===== config.mk =====
export PLATFORM = sky130hd
export DESIGN_NAME = dvsd_1608d
export DESIGN_NICKNAME = d
export VERILOG_FILES = /design/src/rtl/dvsd_div_pkg.sv /design/src/rtl/dvsd_div_step.sv /design/src/rtl/dvsd_1608d.sv
export SDC_FILE = /design/constraint.sdc
export NUM_CORES = 1
export LEC_CHECK = 0
export CORE_ASPECT_RATIO = 1.4
export CORE_MARGIN = 5
export CORE_UTILIZATION = 25
export DETAILED_ROUTE_END_ITERATION = 10
export GPL_TIMING_DRIVEN = 0
export SYNTH_ARGS = -nofsm -noshare
export SYNTH_HDL_FRONTEND = slang
export SYNTH_SLANG_ARGS = --single-unit
export TNS_END_PERCENT = 100

===== constraint.sdc =====
create_clock -name clk -period 3.5 [get_ports clk]
set_input_delay 0.7 -clock clk [delete_from_list [all_inputs] [get_ports clk]]
set_output_delay 0.7 -clock clk [all_outputs]
set_load 0.05 [all_outputs]

===== src/rtl/dvsd_div_pkg.sv =====
`default_nettype none
// ============================================================================
// Module   : dvsd_div_pkg
// Brief    : Shared widths and FSM state encoding for the dvsd_1608d divider.
// Revision : 1.0
// ============================================================================
package dvsd_div_pkg;

    localparam int c_N_W = 16;
    localparam int c_D_W = 8;

    typedef enum logic [1:0] {
        ST_IDLE = 2'd0,
        ST_CALC = 2'd1,
        ST_DONE = 2'd2
    } div_state_t;

endpackage : dvsd_div_pkg
`default_nettype wire


===== src/rtl/dvsd_div_step.sv =====
`default_nettype none
// ============================================================================
// Module   : dvsd_div_step
// Brief    : One radix-2 restoring division iteration (shift, compare, subtract).
// Revision : 1.0
// ============================================================================
module dvsd_div_step #(
    parameter int D_W = 8
) (
    input  logic [D_W-1:0] rem,
    input  logic           next_bit,
    input  logic [D_W-1:0] divisor,
    output logic [D_W-1:0] rem_next,
    output logic           q_bit
);

    logic [D_W:0]   w_partial;
    logic [D_W-1:0] w_diff;

    assign w_partial = {rem, next_bit};
    // Low bits suffice: whenever we subtract, the true difference is < divisor.
    assign w_diff    = w_partial[D_W-1:0] - divisor;

    always_comb begin
        q_bit    = (w_partial >= {1'b0, divisor});
        rem_next = q_bit ? w_diff : w_partial[D_W-1:0];
    end

endmodule : dvsd_div_step
`default_nettype wire


===== src/rtl/dvsd_1608d.sv =====
`default_nettype none
// ============================================================================
// Module   : dvsd_1608d
// Brief    : Sequential unsigned N_W / D_W restoring divider, one bit per clock.
// Revision : 1.0
// ============================================================================
module dvsd_1608d
    import dvsd_div_pkg::*;
#(
    parameter int N_W = c_N_W,
    parameter int D_W = c_D_W
) (
    input  logic           clk,
    input  logic           rst_n,
    input  logic           start,
    input  logic [N_W-1:0] dividend,
    input  logic [D_W-1:0] divisor,
    output logic           busy,
    output logic           done,
    output logic [N_W-1:0] quotient,
    output logic [D_W-1:0] remainder,
    output logic           div_by_zero
);

    localparam int               CNT_W  = $clog2(N_W) + 1;
    localparam logic [CNT_W-1:0] c_LAST = CNT_W'(N_W - 1);

    div_state_t       r_state;
    logic [CNT_W-1:0] r_cnt;
    logic [N_W-1:0]   r_num;
    logic [D_W-1:0]   r_div;
    logic [N_W-1:0]   r_quot;
    logic [D_W-1:0]   r_rem;
    logic             r_busy;
    logic             r_done;
    logic             r_dbz;

    logic [D_W-1:0]   w_rem_next;
    logic             w_q_bit;

    dvsd_div_step #(
        .D_W (D_W)
    ) u_step (
        .rem      (r_rem),
        .next_bit (r_num[N_W-1]),
        .divisor  (r_div),
        .rem_next (w_rem_next),
        .q_bit    (w_q_bit)
    );

    always_ff @(posedge clk) begin
        if (!rst_n) begin
            r_state <= ST_IDLE;
            r_cnt   <= '0;
            r_num   <= '0;
            r_div   <= '0;
            r_quot  <= '0;
            r_rem   <= '0;
            r_busy  <= 1'b0;
            r_done  <= 1'b0;
            r_dbz   <= 1'b0;
        end else begin
            r_done <= 1'b0;
            case (r_state)
                ST_IDLE, ST_DONE: begin
                    if (start) begin
                        r_num   <= dividend;
                        r_div   <= divisor;
                        r_quot  <= '0;
                        r_rem   <= '0;
                        r_dbz   <= 1'b0;
                        r_cnt   <= '0;
                        r_busy  <= 1'b1;
                        r_state <= ST_CALC;
                    end else begin
                        r_state <= ST_IDLE;
                    end
                end
                ST_CALC: begin
                    if (r_div == '0) begin
                        // Divide-by-zero resolves on the first CALC edge, operand still unshifted.
                        r_quot  <= '1;
                        r_rem   <= r_num[D_W-1:0];
                        r_dbz   <= 1'b1;
                        r_busy  <= 1'b0;
                        r_done  <= 1'b1;
                        r_state <= ST_DONE;
                    end else begin
                        r_num  <= r_num << 1;
                        r_rem  <= w_rem_next;
                        r_quot <= {r_quot[N_W-2:0], w_q_bit};
                        r_cnt  <= r_cnt + 1'b1;
                        if (r_cnt == c_LAST) begin
                            r_busy  <= 1'b0;
                            r_done  <= 1'b1;
                            r_state <= ST_DONE;
                        end
                    end
                end
                default: begin
                    r_busy  <= 1'b0;
                    r_state <= ST_IDLE;
                end
            endcase
        end
    end

    assign busy        = r_busy;
    assign done        = r_done;
    assign quotient    = r_quot;
    assign remainder   = r_rem;
    assign div_by_zero = r_dbz;

endmodule : dvsd_1608d
`default_nettype wire


==> metrics.cfg <==
[global_routing]
grt_max_degree=11
grt_pass1_vias=2841
antenna_found_initial=0
grt_use_total_pct=12.6
grt_pass1_wl_microns=13900
grt-ovfl-total=0

[worst_setup_path]
crit_type=flip-flop to output pin
cp_num_buf_inv=1
worstPathArrival_ps=1630
cp_cell_sequence=clkdlybuf4s50_1
crit_slowest_cell=clkdlybuf4s50_1
cp_max_fo=5
end_kind=output pin
cp_top_family=buffers and inverters
required_ps=2800
crit_path_start_kind=flip-flop
cp_slowest_stage_delay_ps=850

[finish]
final_common_cell=nand2_1
stdcell_count=577
multi_input_area_sq_um=1600
most-common-layout-cells=nand2_1, dfxtp_1, clkdlybuf4s50_1
fill_cells=1223
area_growth_pct=34.4
fin_area_sq_um=3930
diodes=0
ff_latch_area_sq_um=1160
layout-drive-gt1-share_pct=6.24
layout.nets=467

[job]
max_cap_viol_count=0

[power_and_ir_drop]
vdd_drop_max_mv=0.269
p_comb_share_pct=27.9
p_switching_w=0.000731
power.internal_w=0.00158
leakagePower_nw=1.65
clkPwrFrac_pct=38.6
power_frac_seq_pct=33.6
p_per_area_nw_per_um2=588
switching_share_pct=31.7
p_total_w=0.00231

[clocking]
cts_root_buffer=clkbuf_16
cts_tree=built
cts_buffers=9
clock_latency_ps=330
h-tree-depth=3
path_clk_slew_ps=50
cts_sinks=58
cts_resized=0
cts_buffer_depth=2
postCtsSetupRepairBufs=0
hold_buffers=0

[detailed_routing]
drtIter0Drc=144
first_pass_iters=4
via_per_inst=4.81
postRouteAntennaNets=0
vias=2776
drc_errors=0
drt-wirelength-per-cell_microns=14.4
wirelength_microns=8290

[floorplan]
die_w_microns=101
dieArea_sq_um=14000
fp-row-count=46
io_pins=54
die_h_microns=138
core-area_sq_um=11400
initial_core_util_pct=25.6

[min_path]
holdCritPathClass=flip-flop to flip-flop

[yosys]
synth_edf_count=0
synth.yosys.seq_area_share_pct=39.8
synth_ff_type=dfxtp_1
yosysWarnings=0
synth_area_sq_um=2920
synthCells=366
synth.distinct_cells=43
syn_nets=404
syn_area_per_cell_sq_um=7.98
ys_ff_latch=58
synth-async-reset-ratio_pct=0

[placement]
io_buffer_count=52
dp_hpwl_microns=6320
dpl.cell_count=562
dpl_cell_area_sq_um=3620
gp_congestion=0.788

[timing]
period_minus_slack_ps=2330
drv_slew=0
setup_viol=0
fin_skew_ps=4.15
max_freq_ghz=0.429
rsz0062_at_grt=false
tightest_slew_ps=563
holdWs_ps=495
period_share_pct=66.5
slew_headroom_pct=62.3
hold_viol=0
tns_ps=0

[status]
status=completed

-- cell usage after synthesis (4+ instances only) --
master / number / share of area (%)
nand2_1: 72 / 9.3
dfxtp_1: 58 / 40
a21oi_1: 28 / 4.8
nor2_1: 24 / 3.1
nand3_1: 21 / 3.6
clkbuf_1: 17 / 2.2
o211a_1: 17 / 5.8
nor3b_1: 15 / 3.9
inv_1: 13 / 1.7
o21ai_0: 11 / 1.9
a21boi_0: 10 / 2.6
ha_1: 10 / 4.3
buf_2: 6 / 1.0
nand4_1: 5 / 1.1
nor3_1: 5 / 0.86
o311ai_0: 5 / 1.5
and2_1: 4 / 0.86
nor2b_1: 4 / 0.86
xor2_1: 4 / 1.2
-- power groups by stage --
stage	combinational, W	sequential (W)	clock [W]
2_1_floorplan	0.000358	0.000875	0
3_3_place_gp	0.000631	0.000786	0
3_5_place_dp	0.000641	0.000789	0
4_1_cts	0.000648	0.000775	0.000914
5_1_grt	0.000708	0.000783	0.000944
6_report	0.000644	0.000775	0.000891
-- cell type report --
class,count,area share (%)
multi-input combinational,269,40.8
sequential,58,29.6
timing repair buffer,52,13.3
clock buffer,13,6.88
tap,144,4.59
buffer,26,2.77
inverter,13,1.24
clock inverter,2,0.892
-- routing by layer --
layer  up-vias  share of wire, %  GRT usage [%]
li1       1402                 -              -
met2        59                51           21.8
met1      1300                42           14.2
met5         -                 0              0
met4         0               2.7           6.06
met3        15               4.2           3.52
-- registers in the layout (all words and copies together), names as in the netlist --
name and count:
div_by_zero 1, r_div 8, busy 1, r_state 2, r_num 16, quotient 16, done 1, r_cnt 5
remainder 8
-- cells by family after synthesis --
kind of cell / after synthesis / synth area share, %
multiplexers: 3 / 1.03
flip-flops: 58 / 39.8
buffers and inverters: 39 / 5.40
XOR/XNOR: 7 / 2.10
AO/OA/AOI/OAI: 86 / 20.5
AND/OR/NAND/NOR: 162 / 26.2
adder cells (fa/ha/maj): 11 / 4.97
-- through the flow --
stage / utilization, % / worst slack (ps)
CTS: 34.5 / 1150
global route: 34.5 / 1050
global placement: 31.8 / 1030
floorplan: - / 1350
finish: 34.5 / 1170
detailed placement: 31.8 / 1080
-- final timing paths --
path	from	end	slack (ps)	cells after the start
hold reg to reg	r_div[1]$_SDFFE_PN0P_	r_div[1]$_SDFFE_PN0P_	500	2
setup / recovery	remainder[0]$_SDFFE_PN0P_	remainder[0]	1170	1
hold / removal	r_div[1]$_SDFFE_PN0P_	r_div[1]$_SDFFE_PN0P_	500	2
setup reg to reg	r_num[15]$_SDFFE_PN0P_	remainder[6]$_SDFFE_PN0P_	1300	10
No activity file was read; power rests on OpenSTA's default activity.
